File: src/rtl/fifo_wr_arbiter.sv
// fifo_wr_arbiter: round-robin arbiter that shares the FIFO write port among
// N_REQ producers, granting bounded bursts and stalling on the FIFO full flag.
module fifo_wr_arbiter #(
   parameter int N_REQ      = 4,
   parameter int Data_Width = 8,
   parameter int BURST_LEN  = 4,
   localparam int GW = (N_REQ > 1) ? $clog2(N_REQ) : 1,
   localparam int BW = $clog2(BURST_LEN) + 1
) (
   input  logic                        wclk,
   input  logic                        w_rst,
   input  logic [N_REQ-1:0]            req_valid,
   input  logic [N_REQ*Data_Width-1:0] req_data,
   output logic [N_REQ-1:0]            req_ready,
   input  logic                        full,
   output logic                        w_en,
   output logic [Data_Width-1:0]       data_in,
   output logic [GW-1:0]               grant_id,
   output logic                        busy,
   output logic [GW-1:0]               dbg_rr_ptr,
   output logic [BW-1:0]               dbg_beat_cnt
);

   typedef enum logic {IDLE = 1'b0, BURST = 1'b1} state_t;

   localparam logic [BW-1:0] LAST_BEAT = BW'(BURST_LEN - 1);
   localparam logic [GW-1:0] LAST_ID   = GW'(N_REQ - 1);

   state_t                state;
   logic [GW-1:0]         rr_ptr;
   logic [BW-1:0]         beat_cnt;
   logic [Data_Width-1:0] data_arr [N_REQ];
   logic                  found;
   logic [GW-1:0]         winner;
   int                    best_dist;
   logic                  grant_valid;
   logic [GW-1:0]         next_ptr;

   always_comb begin
      for (int i = 0; i < N_REQ; i++) begin
         data_arr[i] = req_data[i*Data_Width +: Data_Width];
      end
   end

   // Winner is the valid producer with the smallest forward distance from rr_ptr.
   always_comb begin
      found     = 1'b0;
      winner    = rr_ptr;
      best_dist = N_REQ;
      for (int i = 0; i < N_REQ; i++) begin
         if (req_valid[i] && (((i + N_REQ - int'(rr_ptr)) % N_REQ) < best_dist)) begin
            found     = 1'b1;
            winner    = GW'(i);
            best_dist = (i + N_REQ - int'(rr_ptr)) % N_REQ;
         end
      end
   end

   assign grant_valid = req_valid[grant_id];
   assign next_ptr    = (grant_id == LAST_ID) ? '0 : grant_id + 1'b1;

   // Handshake: word i moves on a wclk edge where req_valid[i] & req_ready[i];
   // only the grantee can see ready, it drops while full, and reset forces it low.
   always_comb begin
      req_ready = '0;
      w_en      = 1'b0;
      data_in   = data_arr[grant_id];
      if (state == BURST && !w_rst) begin
         req_ready[grant_id] = !full;
         w_en                = grant_valid & !full;
      end
   end

   always_ff @(posedge wclk) begin
      if (w_rst) begin
         state    <= IDLE;
         grant_id <= '0;
         rr_ptr   <= '0;
         beat_cnt <= '0;
      end else begin
         case (state)
            IDLE: begin
               if (found) begin
                  grant_id <= winner;
                  beat_cnt <= '0;
                  state    <= BURST;
               end
            end
            BURST: begin
               if (!grant_valid) begin
                  state    <= IDLE;
                  rr_ptr   <= next_ptr;
                  beat_cnt <= '0;
               end else if (!full) begin
                  if (beat_cnt == LAST_BEAT) begin
                     state    <= IDLE;
                     rr_ptr   <= next_ptr;
                     beat_cnt <= '0;
                  end else begin
                     beat_cnt <= beat_cnt + 1'b1;
                  end
               end
            end
            default: state <= IDLE;
         endcase
      end
   end

   assign busy         = (state == BURST);
   assign dbg_rr_ptr   = rr_ptr;
   assign dbg_beat_cnt = beat_cnt;

endmodule

File: config.mk
export PLATFORM = sky130hd
export DESIGN_NAME = fifo_wr_arbiter
export DESIGN_NICKNAME = d
export VERILOG_FILES = /design/src/rtl/fifo_wr_arbiter.sv
export SDC_FILE = /design/constraint.sdc
export NUM_CORES = 1
export LEC_CHECK = 0
export CORE_ASPECT_RATIO = 1.1
export CORE_MARGIN = 2
export CORE_UTILIZATION = 36
export CTS_BUF_LIST = sky130_fd_sc_hd__clkbuf_16
export DETAILED_ROUTE_END_ITERATION = 7
export GPL_TIMING_DRIVEN = 0
export PLACE_DENSITY_LB_ADDON = 0.2
export SETUP_SLACK_MARGIN = 0.1
export SYNTH_ARGS = -nofsm -noshare
export SYNTH_HDL_FRONTEND = slang
export SYNTH_SLANG_ARGS = --single-unit
export TNS_END_PERCENT = 5
File: constraint.sdc
create_clock -name wclk -period 3.8 [get_ports wclk]
set_clock_uncertainty 0.1 [all_clocks]
set_input_delay 0.76 -clock wclk [delete_from_list [all_inputs] [get_ports wclk]]
set_output_delay 0.76 -clock wclk [all_outputs]
set_load 0.05 [all_outputs]
# --- Yosys cells after proc, flatten, opt, wreduce, memory -nomap -nowiden ---
# Cells that the tools add are included.
totals:
  reg_bits: 8
  out_inout_bits: 21
  inputBits: 39
  wordCells: 80
classes:
  n_addsub: 6
  eq_ne: 6
  bitwise: 8
  n_mux: 34
  n_lt_le_gt_ge: 7
  n_reduce_logical: 15
ops:
  columns: ["cell", "n"]
  rows:
  - ["$lt A3 B32 Y1", 3]
  - ["$mux W32", 3]
  - ["$bmux W8 S2", 1]
  - ["$mux W2", 8]
  - ["$mux W8", 2]
  - ["$sub A3 B2 Y4 const A", 4]
  - ["$mux W3", 4]
  - ["$mux W1", 11]
  - ["$reduce_or A2 Y1", 4]
  - ["$logic_and A1 B1 Y1", 6]
  - ["$pmux W3 S2", 1]
  - ["$and A1 B1 Y1", 5]
  - ["$and A4 B4 Y4", 1]
  - ["$lt A3 B4 Y1 const B", 1]
  - ["$mux W4", 1]
  - ["$ne A2 B2 Y1 const B", 2]
  - ["$reduce_and A2 Y1", 2]
  - ["$add A3 B1 Y3 const B", 1]
  - ["$eq A3 B2 Y1 const B", 1]
  - ["$ge A3 B3 Y1 const B", 1]
  - ["$lt A2 B3 Y1 const B", 1]
  - ["$ne A3 B3 Y1 const B", 1]
  - ["$not A2 Y3", 1]
  - ["$reduce_and A3 Y1", 1]
  - ["9 further kinds", 10]

# --- Logic depth before layout (Yosys ltp) ---
# Gate-level depths: netlist of run 1.
depth:
  ltp_word: 17
  ltp_mapped: 14
  ltp_nobuf: 13

# --- Least setup slack after synthesis of run 1 ---
# Ideal clock, no wire load.
synth_path:
  path_type: "register -> register"
  from: "register rr_ptr[1] (netlist: dbg_rr_ptr[1])"
  to: "register grant_id[0]"
  setup_ns: 0.091
  required_time_ns: 3.609
  setup_slack_ns: 0.405
  period_less_slack_ns: 3.395
  arrival_time_ns: 3.204
  n_path_buf: 1
  path_stages_with_launch: 15
  path_cell_list: "dfxtp_1 > clkbuf_1 > inv_1 > and4_1 > a21oi_1 > ha_1 > or3b_1 > a31oi_1 > a31oi_1 > a221oi_1 > ha_1 > inv_1 > a21oi_1 > and3_1 > a311oi_1"
synth_via:
  elab_chain_len: 16
  word_cells_on_any_way: 32
  classes_between: "add/sub (4); order compare (4); mux (11); bitwise (4); reduce/logical (9)"
synth_lines:
  columns: ["item", "line_no", "text"]
  rows:
  - ["start: declaration", "30", "logic [GW-1:0] rr_ptr;"]
  - ["start signal: assignment", "92", "rr_ptr <= next_ptr;"]
  - ["start signal: assignment", "97", "rr_ptr <= next_ptr;"]
  - ["$sub A3 B2 Y4", "51, 54", null]
  - ["$reduce_or A2 Y1 (no source line)", null, null]
  - ["$and A1 B1 Y1 (no source line)", null, null]
  - ["$lt A3 B4 Y1", "51", "if (req_valid[i] && (((i + N_REQ - int'(rr_ptr)) % N_REQ) < best_dist)) begin"]
  - ["$logic_and A1 B1 Y1", "51", null]
  - ["$mux W32", "51", null]
  - ["$lt A3 B32 Y1", "51", null]
  - ["$logic_and A1 B1 Y1", "51", null]
  - ["$mux W32", "51", null]
  - ["$lt A3 B32 Y1", "51", null]
  - ["$logic_and A1 B1 Y1", "51", null]
  - ["$mux W32", "51", null]
  - ["$lt A3 B32 Y1", "51", null]
  - ["$logic_and A1 B1 Y1", "51", null]
  - ["$mux W1", "51", null]
  - ["$reduce_and A2 Y1 (no source line)", null, null]
  - ["end signal: assignment", "84", "grant_id <= winner;"]
  - ["end: declaration", "18", "output logic [GW-1:0] grant_id,"]
# Parallel ways exist; a longest one is shown, timed or not.
# A chain may end at the register's enable or synchronous reset.

# --- Final worst setup path of run 1 ---
layout_path:
  from: "input port req_valid[2]"
  to: "output port w_en"
layout_via:
  elab_chain_len: 4
layout_lines:
  columns: ["item", "line_no", "text"]
  rows:
  - ["start: declaration", "12", "input logic [N_REQ-1:0] req_valid,"]
  - ["$bmux W1 S2", "59", "assign grant_valid = req_valid[grant_id];"]
  - ["$mux W1 (not written as such)", "59", null]
  - ["$and A1 B1 Y1", "70", "w_en = grant_valid & !full;"]
  - ["$mux W1", "68", "if (state == BURST && !w_rst) begin"]
  - ["end: declaration", "16", "output logic w_en,"]
# No other way between the ends. The select of a mux whose other input is x is not followed.

==> results of run 1 <==
final cells by class:
type	instances	area, sq um
Buffer	6	31.3
Clock buffer	3	75.1
Fill cell	202	837
Inverter	6	22.5
Multi-Input combinational cell	74	704
Sequential cell	8	160
Tap cell	31	38.8
Timing Repair Buffer	58	579
through the flow:
stage | worst slack, ns | hold WS [ns] | power [mW]
6_report | 0.151 | 0.431 | 0.634
5_1_grt | 0.0767 | 0.456 | 0.672
4_1_cts | 0.138 | 0.438 | 0.639
3_5_place_dp | -0.245 | 0.430 | 0.460
3_3_place_gp | -0.213 | 0.420 | 0.452
2_1_floorplan | 0.405 | 0.652 | 0.339
metal layers:
layer	vias up	GRT usage	wire, um
li1	480	-	-
met1	470	0.244	1170
met2	32	0.356	1370
met3	2	0.0505	151
met4	0	0.0564	19
met5	-	0	0
worst paths after layout:
path	start	endpoint	slack, ns
setup / recovery	req_valid[2]	w_en	0.15
hold / removal	dbg_beat_cnt[2]	dbg_beat_cnt[2]	0.43
setup reg to reg	dbg_rr_ptr[1]	grant_id[0]	0.54
hold reg to reg	dbg_beat_cnt[2]	dbg_beat_cnt[2]	0.43
layout by cell type, fill, tap and decap left out, types with 2 or more instances in the layout:
master	instances
clkdlybuf4s50_1	56
nor2_1	10
mux4_2	9
dfxtp_1	8
ha_1	7
inv_1	6
and2_1	6
mux2i_1	5
clkbuf_1	4
a21oi_1	3
nor4b_1	3
nand2_1	3
clkbuf_16	3
nor3_1	2
o21bai_1	2
a31oi_1	2
o21ai_0	2
nor2b_1	2
and3_1	2
a311oi_1	2
logic make-up after synthesis:
logic type | after synthesis
mux | 14
flops | 8
buf+inv | 12
fa+ha+maj | 7
compound gates | 18
simple gates | 34
xor+xnor | 1
worst max-delay path: stages:
cell and delay (ns):
clkdlybuf4s50_1 0.52, mux4_2 0.60, and2_1 0.21, clkdlybuf4s50_1 0.70
power groups by stage:
| stage | sequential, mW | clock, mW | combinational, mW |
|---|---|---|---|
| final | 0.105 | 0.176 | 0.354 |
| after global routing | 0.107 | 0.186 | 0.379 |
| after CTS | 0.105 | 0.180 | 0.354 |
| after detailed placement | 0.106 | 0 | 0.353 |
| after global placement | 0.106 | 0 | 0.347 |
| after floorplan | 0.133 | 0 | 0.206 |
state kept, by name, indices dropped and copies added, names as in the netlist:
| name | flops |
|---|---|
| grant_id | 2 |
| dbg_beat_cnt | 3 |
| busy | 1 |
| dbg_rr_ptr | 2 |
timing repair:
action | in CTS | in global routing
buffers inserted | 0 | 0
endpoints found under the hold margin | 0 | 0
pin swaps | 1 | 0
setup endpoints to repair | 1 | 2
gates resized for setup | 4 | 2
==> impl_metrics.tcl, run 1 <==
set metrics [dict create \
    syn-num-nets 140 \
    p_comb_frac 0.557 \
    grt_pass1_wl_um 4600 \
    drive_above_1_share 0.129 \
    p_per_area_mw_per_mm2 394 \
    pwr-share-seq 0.166 \
    post-synth-top-count-cell "nor2_1" \
    synthArstFlopShare 0 \
    io_pins 60 \
    clockRootBuffer "clkbuf_16" \
    syn_area_sq_um 906 \
    drcViolationCount 0 \
    syn_to_final_growth_pct 77.9 \
    utilization 0.658 \
    yosysSeqAreaShare 0.177 \
    dp_hpwl_um 2290 \
    synth_edf_count 0 \
    ir_drop_v 0.000379 \
    status "finished clean" \
    cts_hold_buf 0 \
    yosys.area_share.simple 0.224 \
    clockPowerShare 0.277 \
    ant_nets 0 \
    die_w_um 51.8 \
    syn_inst 94 \
    cts_made_buffers 3 \
    clk_latency_ns 0.23 \
    leakage_nw 0.627 \
    rsz0062_at_grt "yes" \
    hold_path_depth 1 \
    cts_tree "built" \
    synth_cell_type_count 33 \
    r2r_cells 14 \
    nets 203 \
    hp-class "reg -> reg" \
    crit_arrival_ns 2.79 \
    grt_max_degree 11 \
    grt_pass1_vias 972 \
    fin_crit_ns 3.65 \
    yosysTopAreaCellShare 0.224 \
    rows 19 \
    synth-seq-cells 8 \
    overflow 0 \
    core_area_sq_mm 0.00245 \
    htreeDepth 1 \
    setup_viol 0 \
    crit_required_ns 2.94 \
    synthTopCellsByCount "nor2_1, mux4_2, dfxtp_1" \
    synth_ff_type "dfxtp_1" \
    slew-limit-headroom 0.646 \
    fin_area_sq_mm 0.00161 \
    wl_per_cell_um 14.6 \
    vias 984 \
    cts_sinks 8 \
    switching_share 0.395 \
    p_int_mw 0.384 \
    port_buffers 58 \
    yosys-top-cells-area "mux4_2, dfxtp_1, ha_1, mux2i_1, and2_1" \
    end_kind "output port" \
    synth-compound-area-share 0.162 \
    tns_ns 0 \
    critPathLaunchType "primary input" \
    clkTransAtPathRegs_ns 0.03 \
    synth_mux_area_frac 0.279 \
    synth_fa_ha_area_frac 0.0967 \
    drt-total-wl_um 2720 \
    start_util 0.370 \
    worst-setup-path-type "in -> out" \
    synth_top_cell_by_area "mux4_2" \
    hold_violations 0 \
    max_freq_ghz 0.274 \
    first_pass_iters 4 \
    synth_xor_area_frac 0.00967 \
    slew_violations 0 \
    dpl-instance-area_sq_mm 0.00153 \
    drt-initial-drc-count 13 \
    critPathMaxFanout 7 \
    grt_usage 0.205 \
    synth_top_family_by_area "multiplexers" \
    synth_area_per_cell_sq_um 9.64 \
    avgViaCountPerCell 5.29 \
    antenna_found_initial 0 \
    globalplace.congestion 0.808 \
    p_sw_mw 0.251 \
    dp.cells 183 \
    clock_path_buffers 2 \
    timing.final.crit_share 0.960 \
    n_antenna_cell 0 \
    max_cap_viol_count 0 \
    dieHeight_um 56.6 \
    final_cells 186 \
    yosys_warnings 0 \
    dieArea_sq_mm 0.00293 \
    worst_pin_slew_ns 0.531 \
]
No activity file was read; power rests on OpenSTA's default activity.
==> inputs of run 2 (changes only) <==
--- a/config.mk
+++ b/config.mk
@@ -12,6 +12,7 @@
 export DETAILED_ROUTE_END_ITERATION = 7
 export GPL_TIMING_DRIVEN = 0
 export PLACE_DENSITY_LB_ADDON = 0.2
+export RECOVER_POWER = 50
 export SETUP_SLACK_MARGIN = 0.1
 export SYNTH_ARGS = -nofsm -noshare
 export SYNTH_HDL_FRONTEND = slang
==> impl_metrics.tcl, run 2 (synthesized netlist as in run 1, its figures left out) <==
set metrics [dict create \
    status "finished clean" \
    critPathMaxFanout 7 \
    largest_reg_flops 3 \
    utilization 0.648 \
    cts_sinks 8 \
    ir_drop_v 0.000376 \
    worst_pin_slew_ns 0.532 \
    clkTransAtPathRegs_ns 0.03 \
    finalPower_mw 0.625 \
    grt_pass1_wl_um 4600 \
    worst-setup-path-type "in -> out" \
    final_common_cell "clkdlybuf4s50_1" \
    core_area_sq_mm 0.00245 \
    fillerInstances 206 \
    antenna_found_initial 0 \
    globalplace.congestion 0.808 \
    n_antenna_cell 0 \
    start_util 0.370 \
    drt-total-wl_um 2720 \
    io_pins 60 \
    crit_required_ns 2.94 \
    nets 203 \
    clk_latency_ns 0.23 \
    clockRootBuffer "clkbuf_16" \
    dpl-instance-area_sq_mm 0.00153 \
    drive_above_1_share 0.116 \
    dieHeight_um 56.6 \
    syn_to_final_growth_pct 75.1 \
    timing.final.crit_share 0.946 \
    hold_violations 0 \
    avgViaCountPerCell 5.33 \
    max_cap_viol_count 0 \
    rsz0062_at_grt "yes" \
    fin_crit_ns 3.60 \
    dieArea_sq_mm 0.00293 \
    drcViolationCount 0 \
    fin_hold_ws_ns 0.425 \
    port_buffers 58 \
    layout_common_cells "clkdlybuf4s50_1, nor2_1, mux4_2" \
    htreeDepth 1 \
    critPathLaunchType "primary input" \
    grt_usage 0.205 \
    ant_nets 0 \
    max_freq_ghz 0.278 \
    vias 991 \
    rows 19 \
    crit_arrival_ns 2.74 \
    end_kind "output port" \
    cts_made_buffers 3 \
    wl_per_cell_um 14.6 \
    die_w_um 51.8 \
    first_pass_iters 4 \
    cts_tree "built" \
    setup_viol 0 \
    cts_hold_buf 0 \
    grt_pass1_vias 972 \
    overflow 0 \
    dp_hpwl_um 2290 \
    cts_setup_buffers 0 \
    hp-class "reg -> reg" \
    slew_violations 0 \
    clock_path_buffers 2 \
    leakage_nw 0.628 \
    p_per_area_mw_per_mm2 394 \
    slew-limit-headroom 0.645 \
    fin_area_sq_mm 0.00159 \
    drt-initial-drc-count 14 \
    grt_max_degree 11 \
]
[run 2: cell count changes in the layout (fill, tap and decap cells not counted), sizes merged]
cell,previous run,this run
clkdlybuf4s50,56,48
dlygate4sd3,0,8
[run 2: power by group]
part,switching [mW],internal (mW)
Combinational,0.195,0.150
Clock,0.0402,0.136
Sequential,0.0114,0.0932
Total,0.246,0.378
[run 2: cell type report]
cell class              count  area, sq um  area share
plain buffers               6         31.3      0.0197
inverters                   6         22.5      0.0142
well taps                  31         38.8      0.0244
clock buffers               3         75.1      0.0473
multi-input cells          74          679       0.428
flip-flops and latches      8          160       0.101
repair buffers             58          579       0.365
[run 2: routing by layer]
metal | global-route usage | vias to the layer above | part of all wire | routed length, um
met5 | 0 | - | 0 | 0
met4 | 0.0564 | 0 | 0.0077 | 21
met3 | 0.0505 | 2 | 0.059 | 160
met2 | 0.356 | 38 | 0.50 | 1370
met1 | 0.244 | 470 | 0.43 | 1170
li1 | - | 481 | - | -
[run 2: timing repair]
action,CTS,global route
pin swaps,1,0
setup endpoints to repair,1,2
resized for setup,4,2
[run 2: metrics by stage]
stage | setup TNS, ns | worst slack [ns] | cells
floorplan | 0 | 0.405 | 94
global route | 0 | 0.103 | 186
finish | 0 | 0.205 | 186
CTS | 0 | 0.138 | 186
global placement | -0.285 | -0.213 | 183
detailed placement | -0.349 | -0.245 | 183
[run 2: worst paths after layout]
kind	start	cells past startpoint	slack, ns	to
max	req_valid[2]	4	0.20	w_en
min	dbg_beat_cnt[2]	1	0.42	dbg_beat_cnt[2]
max reg2reg	dbg_rr_ptr[1]	14	0.54	grant_id[0]
min reg2reg	dbg_beat_cnt[2]	1	0.42	dbg_beat_cnt[2]
[run 2: worst max-delay path, stage by stage]
cell,delay [ns]
clkdlybuf4s50_1,0.52
mux4_2,0.56
and2_1,0.19
clkdlybuf4s50_1,0.70
